<file path="config.mk">
export PLATFORM = sky130hd
export DESIGN_NAME = apb_master
export DESIGN_NICKNAME = d
export VERILOG_FILES = /design/src/rtl/apb_master.sv
export SDC_FILE = /design/constraint.sdc
export NUM_CORES = 1
export LEC_CHECK = 0
export CORE_ASPECT_RATIO = 1.75
export CORE_MARGIN = 3
export CORE_UTILIZATION = 40
export DETAILED_ROUTE_END_ITERATION = 7
export PLACE_DENSITY = 0.76
export SYNTH_ARGS = -nofsm -noshare
export SYNTH_HDL_FRONTEND = slang
export SYNTH_SLANG_ARGS = --single-unit
export TNS_END_PERCENT = 50
</file>
<file path="constraint.sdc">
create_clock -name clk -period 2 [get_ports clk]
set_input_delay 0.2 -clock clk [delete_from_list [all_inputs] [get_ports clk]]
set_output_delay 0.2 -clock clk [all_outputs]
set_load 0.05 [all_outputs]
</file>
<file path="src/rtl/apb_master.sv">
// APB requester: turns single-beat local commands into IDLE/SETUP/ACCESS transfers
// toward two slaves selected by the top address bit, with optional ACCESS timeout.
module apb_master #(
  parameter int ADDR_W  = 9,
  parameter int DATA_W  = 8,
  parameter int TIMEOUT = 16
) (
  input  logic              clk,
  input  logic              reset,
  input  logic              cmd_valid,
  output logic              cmd_ready,
  input  logic              cmd_write,
  input  logic [ADDR_W-1:0] cmd_addr,
  input  logic [DATA_W-1:0] cmd_wdata,
  output logic              rsp_done,
  output logic              rsp_err,
  output logic [DATA_W-1:0] rsp_rdata,
  output logic              PSEL1,
  output logic              PSEL2,
  output logic              PENABLE,
  output logic              PWRITE,
  output logic [ADDR_W-2:0] PADDR,
  output logic [DATA_W-1:0] PWDATA,
  input  logic              PREADY1,
  input  logic              PREADY2,
  input  logic [DATA_W-1:0] PRDATA1,
  input  logic [DATA_W-1:0] PRDATA2,
  output logic [1:0]        dbg_state
);

  // Handshake: a command transfers on the rising edge where cmd_valid && cmd_ready;
  // cmd_ready is high only in IDLE, so the controller holds its command otherwise.

  typedef enum logic [1:0] {
    IDLE   = 2'd0,
    SETUP  = 2'd1,
    ACCESS = 2'd2
  } state_t;

  localparam int CW = (TIMEOUT > 0) ? $clog2(TIMEOUT + 1) : 1;
  localparam logic [CW-1:0] LAST = (TIMEOUT > 0) ? CW'(TIMEOUT - 1) : '0;

  state_t            state;
  state_t            state_nxt;
  logic              wr_q;
  logic [ADDR_W-1:0] addr_q;
  logic [DATA_W-1:0] wdata_q;
  logic [CW-1:0]     wait_cnt;

  logic              sel2;
  logic              sel_ready;
  logic [DATA_W-1:0] sel_rdata;
  logic              timeout_hit;

  // Only the addressed slave's ready/data are ever looked at.
  assign sel2        = addr_q[ADDR_W-1];
  assign sel_ready   = sel2 ? PREADY2 : PREADY1;
  assign sel_rdata   = sel2 ? PRDATA2 : PRDATA1;
  assign timeout_hit = (TIMEOUT != 0) && (wait_cnt == LAST);

  assign PWRITE = wr_q;
  assign PADDR  = addr_q[ADDR_W-2:0];
  assign PWDATA = wdata_q;

  always_ff @(posedge clk or posedge reset) begin
    if (reset) begin
      state     <= IDLE;
      wr_q      <= 1'b0;
      addr_q    <= '0;
      wdata_q   <= '0;
      wait_cnt  <= '0;
      rsp_done  <= 1'b0;
      rsp_err   <= 1'b0;
      rsp_rdata <= '0;
    end else begin
      state    <= state_nxt;
      rsp_done <= 1'b0;
      rsp_err  <= 1'b0;
      case (state)
        IDLE: begin
          if (cmd_valid) begin
            wr_q    <= cmd_write;
            addr_q  <= cmd_addr;
            wdata_q <= cmd_wdata;
          end
        end
        SETUP: wait_cnt <= '0;
        ACCESS: begin
          if (sel_ready) begin
            rsp_done <= 1'b1;
            if (!wr_q) rsp_rdata <= sel_rdata;
          end else if (timeout_hit) begin
            rsp_done <= 1'b1;
            rsp_err  <= 1'b1;
          end else if (TIMEOUT != 0) begin
            wait_cnt <= wait_cnt + 1'b1;
          end
        end
        default: ;
      endcase
    end
  end

  always_comb begin
    state_nxt = state;
    case (state)
      IDLE:    if (cmd_valid) state_nxt = SETUP;
      SETUP:   state_nxt = ACCESS;
      ACCESS:  if (sel_ready || timeout_hit) state_nxt = IDLE;
      default: state_nxt = IDLE;
    endcase
  end

  always_comb begin
    cmd_ready = (state == IDLE);
    PSEL1     = (state != IDLE) && !sel2;
    PSEL2     = (state != IDLE) && sel2;
    PENABLE   = (state == ACCESS);
    dbg_state = state;
  end

endmodule
</file>
==> qor.yml <==
ir_drop_uv: 1300
fp.coreArea_sq_um: 3980
slowest_delay_ns: 0.41
cp-start-kind: "register"
grt_pass1_wl_um: 6710
dr.pass1.iters: 4
pwr-share-comb_pct: 61.9
worst_slew_pin_slew_ns: 0.592
holdWs_ns: 0.271
fin_crit_sh_pct: 91.7
syn_area_sq_um: 1690
final_area_sq_um: 2510
cts_resized: 0
r2r_start: "wait_cnt[0]$_DFFE_PP0P_"
initial_core_util_pct: 42.4
antenna_found_initial: 0
dpl_cell_area_sq_um: 2430
outcome: "complete, no violations"
layout.nets: 248
synth_top_area_share_pct: 52.0
clk_pin_slew_worst_paths_ns: 0.07
slew_viol_final: 0
hold_class: "input pin to asynchronous set/reset pin"
switching_share_pct: 48.1
ys_ff_latch: 35
track_usage_pct: 18.5
cts_tree: "done"
ctsHoldBuffers: 0
crit_fanout: 7
setup_ws_ns: 0.166
p_leak_nw: 1.07
hpwlAfterDp_um: 3110
ant_nets: 0
yosysUniqueCellTypes: 25
postCtsSetupBuffers: 0
p_per_area_nw_per_um2: 1780
path_class: "register to register"
cts_max_level: 2
rsz0062_at_grt: "no"
die_y_um: 91.9
grt_overflow: 0
instances_no_fill: 253
post-place-ws_ns: 0.207
dp_cells: 245
setup_tns_ns: 0
crit_arrival_ns: 1.98
die-area_sq_um: 5060
syn-mean-instance-area_sq_um: 12.7
end_kind: "register"
cts-root-buf: "clkbuf_8"
final_hold_viol_count: 0
wl_per_cell_um: 16.1
die_x_um: 55.1
clock_latency_ns: 0.29
numClockSinks: 35
p_total_mw: 4.46
cp_slowest_cell: "dfrtp_1"
skew_ns: 0.00563
relSlewSlack_pct: 60.5
drc: 0
crit_start: "wait_cnt[0]$_DFFE_PP0P_"
finalSetupViolations: 0
crit_chain: "ha_1 > and3_1 > ha_1 > inv_1 > and2_0 > o221ai_1"
syn_inst: 133
synth_area_leaders: "dfrtp_1, mux2_2, ha_1, buf_4, nor2b_1"
wl_um: 4080
worstPathRequired_ns: 2.15
crit_top_cell: "ha_1"
grt_start_max_net_pins: 23
areaGrowthSynthToFinish_pct: 49.0
p_int_mw: 2.32
port_buffers: 71
grt_pass1_vias: 1380
post-route-util_pct: 63.1
n_antenna_cell: 0
gp_congestion: 0.761
synth_nets: 177
layout-drive-gt1-share_pct: 27.8
ios: 72
yosys_warnings: 0
num_rows: 30
maxCapViolations: 0
drt_iter0_markers: 39
seqPwrFrac_pct: 26.9
vias_per_cell: 4.96
yosysSeqAreaShare_pct: 52.0
numCtsBuffers: 5
yosys.area.top_type: "dfrtp_1"
power.net_switching_mw: 2.15
clockBufferDepth: 2
fmax_mhz: 545
p_clk_share_pct: 11.3
min_period_ns: 1.83
vias: 1255
==> worst max-delay path: cells and delay by family (launching register included) <==
kind | cells | cell delay (ns)
fa+ha+maj | 2 | 0.46
flops | 1 | 0.41
buf+inv | 1 | 0.10
compound gates | 1 | 0.18
simple gates | 2 | 0.55
==> area by class of cell <==
class                      instances  area [sq um]
tap                               48          60.1
clock inverter                     2          12.5
multi-input combinational         79           711
fill                             349          1470
clock buffer                       6          72.6
sequential                        35           878
timing repair buffer              76           751
inverter                           7          26.3
==> cells by family (layout without fill, tap and decap cells) <==
family,count (synthesis),in the layout,share of synthesized area (%)
buffers and inverters,19,91,6.16
AO/OA/AOI/OAI,11,11,4.83
adder cells (fa/ha/maj),5,5,3.71
flip-flops,35,35,52.0
AND/OR/NAND/NOR,27,27,9.13
multiplexers,36,36,24.2
==> power by group through the flow <==
| stage | registers [mW] | clock network [mW] | logic (mW) |
|---|---|---|---|
| finish | 1.20 | 0.504 | 2.76 |
| floorplan | 1.87 | 0 | 1.31 |
| global placement | 1.20 | 0 | 2.72 |
| detailed placement | 1.22 | 0 | 2.76 |
| CTS | 1.20 | 0.517 | 2.78 |
| global route | 1.24 | 0.549 | 2.90 |
==> cell usage after synthesis <==
cell / number
mux2i_2: 1
buf_4: 8
o21ai_0: 1
a311o_1: 2
o221ai_1: 1
and3_1: 3
mux2_2: 35
inv_1: 7
a41oi_1: 1
buf_1: 1
ha_1: 5
buf_2: 2
dfrtp_1: 35
a31oi_1: 2
nand2_1: 7
o211ai_1: 1
nor2b_1: 8
a21oi_1: 2
nor2_1: 4
nor3b_4: 1
nand2b_1: 1
clkbuf_1: 1
nand4_1: 2
a311oi_1: 1
and2_0: 1
==> placed cells by master, fill, tap and decap left out, types with 3 or more instances in the layout <==
cell	instances
ha_1	3
and3_1	3
mux2_2	35
dfrtp_1	33
inv_1	7
nor2_1	4
clkbuf_8	5
clkdlybuf4s50_1	67
nand2_1	7
nor2b_1	8
buf_4	8
==> worst paths after layout <==
check | end | slack [ns] | depth (start not counted)
max | wait_cnt[0]$_DFFE_PP0P_ | 0.17 | 6
min | addr_q[6]$_DFFE_PP0P_ | 0.27 | 2
max reg2reg | wait_cnt[0]$_DFFE_PP0P_ | 0.17 | 6
min reg2reg | PWDATA[6]$_DFFE_PP0P_ | 0.50 | 1
max in group asynchronous | PWDATA[2]$_DFFE_PP0P_ | 1.20 | 3
min in group clk | PWDATA[6]$_DFFE_PP0P_ | 0.50 | 1
==> sequential cells by signal, summed over array words and instances (netlist names) <==
register	flops
PWRITE	1
PWDATA	8
dbg_state	2
rsp_err	1
wait_cnt	5
rsp_rdata	8
addr_q	9
rsp_done	1
==> routing by layer <==
metal	vias up	GRT usage [%]	part of all wire [%]
li1	597	-	-
met3	10	5.04	4.9
met5	-	0	0
met4	0	7.30	2.5
met2	40	31.6	56
met1	608	20.6	36
(Power assumes the default switching activity.)
